[src/rtl/vga_output_pipeline.sv]
// VGA front end: h/v timing, row/column to the drawer, sync and blanking delayed to
// match the drawer latency, and frame-synchronous bring-up pattern modes.
module vga_output_pipeline #(
    parameter int H_ACTIVE      = 640,
    parameter int H_FP          = 16,
    parameter int H_SYNC        = 96,
    parameter int H_BP          = 48,
    parameter int V_ACTIVE      = 480,
    parameter int V_FP          = 10,
    parameter int V_SYNC        = 2,
    parameter int V_BP          = 33,
    parameter bit H_POL         = 1'b0,
    parameter bit V_POL         = 1'b0,
    parameter int COLOR_BITS    = 4,
    parameter int PIXEL_LATENCY = 1
) (
    input  logic                    vga_clock,
    input  logic                    reset,
    input  logic [1:0]              mode,
    input  logic [3*COLOR_BITS-1:0] solid_rgb,
    input  logic [COLOR_BITS-1:0]   draw_red,
    input  logic [COLOR_BITS-1:0]   draw_green,
    input  logic [COLOR_BITS-1:0]   draw_blue,
    output logic [11:0]             row,
    output logic [11:0]             column,
    output logic                    frame_start,
    output logic                    hsync,
    output logic                    vsync,
    output logic [COLOR_BITS-1:0]   vga_red,
    output logic [COLOR_BITS-1:0]   vga_green,
    output logic [COLOR_BITS-1:0]   vga_blue
);

    localparam int H_TOTAL = H_ACTIVE + H_FP + H_SYNC + H_BP;
    localparam int V_TOTAL = V_ACTIVE + V_FP + V_SYNC + V_BP;

    localparam logic [11:0] H_LAST   = 12'(H_TOTAL - 1);
    localparam logic [11:0] V_LAST   = 12'(V_TOTAL - 1);
    localparam logic [11:0] H_ACT    = 12'(H_ACTIVE);
    localparam logic [11:0] V_ACT    = 12'(V_ACTIVE);
    localparam logic [11:0] HS_START = 12'(H_ACTIVE + H_FP);
    localparam logic [11:0] HS_END   = 12'(H_ACTIVE + H_FP + H_SYNC - 1);
    localparam logic [11:0] VS_START = 12'(V_ACTIVE + V_FP);
    localparam logic [11:0] VS_END   = 12'(V_ACTIVE + V_FP + V_SYNC - 1);
    localparam logic [11:0] BAR_W    = 12'(H_ACTIVE / 8);

    // Bar index -> {r,g,b} on/off: white, yellow, cyan, green, magenta, red, blue, black.
    function automatic logic [2:0] bar_mask(input logic [11:0] col);
        logic [11:0] bar;
        bar = col / BAR_W;
        if (bar > 12'd7)
            bar = 12'd7;
        return {~bar[1], ~bar[2], ~bar[0]};
    endfunction

    function automatic logic sync_level(input logic raw, input logic pol);
        return raw ? pol : ~pol;
    endfunction

    // Counter stage. running is low through reset and the first cycle after release,
    // so the restart pixel (0,0) is produced exactly once, together with frame_start.
    logic running;

    always_ff @(posedge vga_clock) begin
        if (reset) begin
            running     <= 1'b0;
            column      <= '0;
            row         <= '0;
            frame_start <= 1'b0;
        end else if (!running) begin
            running     <= 1'b1;
            column      <= '0;
            row         <= '0;
            frame_start <= 1'b1;
        end else begin
            frame_start <= (column == H_LAST) && (row == V_LAST);
            if (column == H_LAST) begin
                column <= '0;
                row    <= (row == V_LAST) ? 12'd0 : row + 12'd1;
            end else begin
                column <= column + 12'd1;
            end
        end
    end

    // Stage 0: flags derived from the counters presented to the drawer.
    logic vld_p0, hs_p0, vs_p0;

    assign vld_p0 = running && (column < H_ACT) && (row < V_ACT);
    assign hs_p0  = running && (column >= HS_START) && (column <= HS_END);
    assign vs_p0  = running && (row >= VS_START) && (row <= VS_END);

    // Stage 1: flags and column delayed to line up with the drawer colour.
    logic        vld_p1, hs_p1, vs_p1;
    logic [11:0] col_p1;

    if (PIXEL_LATENCY == 0) begin : g_no_delay
        assign vld_p1 = vld_p0;
        assign hs_p1  = hs_p0;
        assign vs_p1  = vs_p0;
        assign col_p1 = column;
    end else begin : g_delay
        localparam int CW = 12 * PIXEL_LATENCY;

        logic [PIXEL_LATENCY-1:0] vld_sr, hs_sr, vs_sr;
        logic [CW-1:0]            col_sr;

        always_ff @(posedge vga_clock) begin
            if (reset) begin
                vld_sr <= '0;
                hs_sr  <= '0;
                vs_sr  <= '0;
            end else begin
                vld_sr <= PIXEL_LATENCY'({vld_sr, vld_p0});
                hs_sr  <= PIXEL_LATENCY'({hs_sr, hs_p0});
                vs_sr  <= PIXEL_LATENCY'({vs_sr, vs_p0});
            end
        end

        always_ff @(posedge vga_clock) begin
            col_sr <= CW'({col_sr, column});
        end

        assign vld_p1 = vld_sr[PIXEL_LATENCY-1];
        assign hs_p1  = hs_sr[PIXEL_LATENCY-1];
        assign vs_p1  = vs_sr[PIXEL_LATENCY-1];
        assign col_p1 = col_sr[CW-1 -: 12];
    end

    // Mode and solid colour held for the whole frame.
    logic [1:0]              mode_q;
    logic [3*COLOR_BITS-1:0] rgb_q;

    always_ff @(posedge vga_clock) begin
        if (reset) begin
            mode_q <= 2'd0;
            rgb_q  <= '0;
        end else if (frame_start) begin
            mode_q <= mode;
            rgb_q  <= solid_rgb;
        end
    end

    // With no drawer latency pixel (0,0) is coloured in the frame_start cycle itself,
    // before the latch has caught the new mode, so it takes the inputs directly.
    logic [1:0]              mode_p1;
    logic [3*COLOR_BITS-1:0] rgb_p1;
    logic [2:0]              bars_p1;

    assign mode_p1 = (PIXEL_LATENCY == 0 && frame_start) ? mode : mode_q;
    assign rgb_p1  = (PIXEL_LATENCY == 0 && frame_start) ? solid_rgb : rgb_q;
    assign bars_p1 = bar_mask(col_p1);

    logic [COLOR_BITS-1:0] red_p1, green_p1, blue_p1;

    always_comb begin
        red_p1   = '0;
        green_p1 = '0;
        blue_p1  = '0;
        if (vld_p1) begin
            case (mode_p1)
                2'd0: begin
                    red_p1   = draw_red;
                    green_p1 = draw_green;
                    blue_p1  = draw_blue;
                end
                2'd1: begin
                    red_p1   = {COLOR_BITS{bars_p1[2]}};
                    green_p1 = {COLOR_BITS{bars_p1[1]}};
                    blue_p1  = {COLOR_BITS{bars_p1[0]}};
                end
                2'd2: {red_p1, green_p1, blue_p1} = rgb_p1;
                default: ;
            endcase
        end
    end

    // Stage 2: pin register.
    always_ff @(posedge vga_clock) begin
        if (reset) begin
            hsync     <= ~H_POL;
            vsync     <= ~V_POL;
            vga_red   <= '0;
            vga_green <= '0;
            vga_blue  <= '0;
        end else begin
            hsync     <= sync_level(hs_p1, H_POL);
            vsync     <= sync_level(vs_p1, V_POL);
            vga_red   <= red_p1;
            vga_green <= green_p1;
            vga_blue  <= blue_p1;
        end
    end

endmodule

[config.mk]
export PLATFORM = sky130hd
export DESIGN_NAME = vga_output_pipeline
export DESIGN_NICKNAME = d
export VERILOG_FILES = /design/src/rtl/vga_output_pipeline.sv
export SDC_FILE = /design/constraint.sdc
export NUM_CORES = 1
export LEC_CHECK = 0
export CORE_AREA = 2 2 116 118
export DETAILED_ROUTE_END_ITERATION = 10
export DIE_AREA = 0 0 118 120
export GPL_ROUTABILITY_DRIVEN = 0
export PLACE_DENSITY = 0.43
export SKIP_LAST_GASP = 1
export SLEW_MARGIN = 40
export SYNTH_ARGS = -nofsm -noshare
export SYNTH_HDL_FRONTEND = slang
export SYNTH_SLANG_ARGS = --single-unit
[constraint.sdc]
create_clock -name vga_clock -period 2.5 [get_ports vga_clock]
set_input_delay 0.5 -clock vga_clock [delete_from_list [all_inputs] [get_ports vga_clock]]
set_output_delay 0.5 -clock vga_clock [all_outputs]
set_load 0.01 [all_outputs]
==> metrics.md <==
| Metric | Value |
|---|---|
| Via density | 4.52 |
| Die footprint | 14,200 sq um |
| Slowest-stage cell, CP | o41ai_2 |
| Core ar. | approximately 13,000 sq um |
| Final WS setup | slightly below 0.3 ns |
| Min cycle time layout | 2.20 ns |
| Peak Freq | 454 MHz |
| Total grt overflow | 0 |
| Pwr Density | 532 nW/um^2 |
| Slew headroom | 0.608 |
| ANT nets after route | 0 |
| Maximum Capacitance Violations | 0 |
| CTS hold repair buffers | 0 |
| Inserted Diodes | 0 |
| Static leakage | 1.52 nW |
| Crit path kind | reg2reg |
| Area grow syn2layout | 38.4% |
| #FFs+latches synth | between 60 and 70 |
| Initial Util | 0.246 |
| Fraction of layout cells with a size suffix above 1 | 0.118 |
| Reg clk slew, reported paths | 0.05 ns |
| Most frequent CP cell | or2_1 |
| Worst setup endpoint | vga_blue[2]$_SDFF_PP0_ |
| H-Tree Depth | 3 |
| WL final | roughly 8.5 mm |
| Synth top cells by count | dfxtp_1, nor2_1, nand2_1 |
| Crit path max fanout | 16 |
| Worst Setup SP | col_p1[11]$_DFF_P_ |
| CP arrival | 2.40 ns |
| RSZ-0062 raised after global routing | false |
| Detail Placement HPWL | 6.23 mm |
| Cells after Synth | 364 |
| Mapped Nets | approximately 400 |
| PostCTS Resize Cnt | 0 |
| Initial antenna violation count | 0 |
| Worst Max-Slew Pin Slew | 0.574 ns |
| Total Power | 2.35 mW |
| FF-to-FF setup slack | roughly 0.30 ns |
| Via count of the routed design | 2,821 |
| Setup TNS | 0 ns |
| Initial DRC count | 91 |
| Largest net degree at the start of global routing | 17 |
| Cell Area, Synth | 3190 sq um |
| # port buffers | 66 |
| WL per Instance | between 10 and 15 microns |
| CTS buffer count | 9 |
| Status | finished clean |
| CTS tree | done |
| Die Wd | 118 microns |
| Clk buf depth | 2 |
| GR peak layer | met2 |
| CTS Sinks | 65 |
| Asr flop ratio synth | 0 |
| Critical path cell sequence | or2_1 -> or2_1 -> a41o_1 -> and3_1 -> o41ai_2 -> o31ai_1 |
| Total GRT Usage | 0.124 |
| YS warnings | 0 |
| Count of final setup violators | 0 |
| Top_reg_cell synth | dfxtp_1 |
| Fin crit share | 0.881 |
| Met2 Usage GRT | 0.206 |
| Routing usage on met3 | 0.0442 |
| DRC Markers | 0 |
| Netlist cell types | 61 |
| HP Class | reg2reg |
| Mean Syn Cell Area | 8.75 sq um |
| VDD IR-drop max | 0.214 mV |
| Final Hold Fails | 0 |
| Clock latency on the worst-skew pair | 0.32 ns |
| Fin. max-slew vios | 0 |
| Reg2Reg Depth | 6 |
| GR Util met1 | 0.150 |
| Post-synthesis sequential area ratio | 0.408 |
| Yosys top cell by area | dfxtp_1 |
| Synth top area cells | dfxtp_1, nor2_1, mux2i_1 |
| Post-CTS Setup Repair Bufs | 0 |
| Critical path capture point type | flop |
| Reg2reg end | vga_blue[2]$_SDFF_PP0_ |
| Vias in the first global route | between 2k and 3k |
| First-pass GRT wire length | 13.8 mm |
| Largest stage delay, worst path | between 0.5 and 0.6 ns |
| Most common cell in the synthesized netlist | dfxtp_1 |
| CTS root buf | clkbuf_16 |
| Setup crit start kind | flop |
| FP Rows | 42 |
| First-pass iteration count of the detailed router | 4 |
| Clk_skew | 0.00599 ns |
| I/O pins | 67 |
| RR Startpoint | col_p1[11]$_DFF_P_ |
| Post-synth EDFFs | 0 |
| Nets@finish | 476 |
| Post-synth top area share | 0.408 |
| Crit path required time | 2.69 ns |
| Dpl ws | around 0.24 ns |
| Die height | approximately 120 microns |
[sequential cells by signal, summed over array words and instances, names as in the netlist]
register	count
col_p1	8
vga_blue	4
running	1
vga_red	4
vga_green	4
vsync	1
mode_p1	2
hsync	1
g_delay.vs_sr	1
row	12
g_delay.vld_sr	1
frame_start	1
column	12
g_delay.hs_sr	1
rgb_p1	12
[metal layers]
metal / vias up / routed length [microns]
met1: 1317 / 3990
met2: 62 / 4070
li1: 1432 / -
met3: 10 / 312
met4: 0 / 117
met5: - / 0
[logic make-up after synthesis]
logic type,share of synthesized area
compound gates,0.122
xor+xnor,0.0632
fa+ha+maj,0.0188
buf+inv,0.0440
flops,0.408
mux,0.0832
simple gates,0.261
[stage by stage]
step	std cells	utilization	cell area (sq um)	hold slack (ns)
after floorplan	364	-	3190	0.352
after global placement	609	0.319	4150	0.403
after detailed placement	609	0.319	4150	0.390
after CTS	624	0.340	4410	0.405
after global routing	624	0.340	4410	0.416
final	624	0.340	4410	0.395
[worst max-delay path: cells and delay by family (launching register included)]
kind	cells	cell delay, ns
AOI/OAI and AO/OA	3	0.87
DFF	1	0.45
and+or+nand+nor	3	0.76
[layout by cell type, fill, tap and decap left out, types with 4 or more instances in the layout]
cell / count
nand2b_1: 7
clkbuf_16: 9
ha_1: 4
dfxtp_1: 65
nor2b_1: 5
and3_1: 5
nand3b_1: 5
a21oi_1: 13
nor4_1: 5
o31ai_1: 4
nand4_1: 9
mux2_2: 4
inv_1: 11
nor2_1: 63
xor2_1: 11
nor3_1: 6
mux2i_1: 22
or2_2: 4
xnor2_1: 12
o21ai_0: 5
nand3_1: 12
o21a_1: 4
o211ai_1: 4
clkdlybuf4s50_1: 66
buf_4: 23
nand2_1: 23
[power by group]
group	internal, mW	switching (mW)
clock network	0.688	0.430
registers	1.06	0.0131
logic	0.0908	0.0651
total	1.84	0.508
[how the worst min path moves through the flow]
stage                                        start               end  slack [ns]  depth (start not counted)
final                     g_delay.hs_sr$_SDFF_PP0_  hsync$_SDFF_PP1_        0.39                          1
after global routing      g_delay.hs_sr$_SDFF_PP0_  hsync$_SDFF_PP1_        0.42                          1
after CTS                 g_delay.hs_sr$_SDFF_PP0_  hsync$_SDFF_PP1_        0.40                          1
after detailed placement  g_delay.hs_sr$_SDFF_PP0_  hsync$_SDFF_PP1_        0.39                          1
after global placement    g_delay.hs_sr$_SDFF_PP0_  hsync$_SDFF_PP1_        0.40                          1
after floorplan           g_delay.hs_sr$_SDFF_PP0_  hsync$_SDFF_PP1_        0.35                          1
[final cells by class]
cell class / count / area, sq um
fillers: 1354 / 8570
clock buffers: 12 / 246
well taps: 176 / 220
inverters: 12 / 45.0
flip-flops and latches: 65 / 1300
clock inverters: 3 / 17.5
multi-input cells: 267 / 1750
repair buffers: 89 / 833
Power figures use the tool's default switching activity.
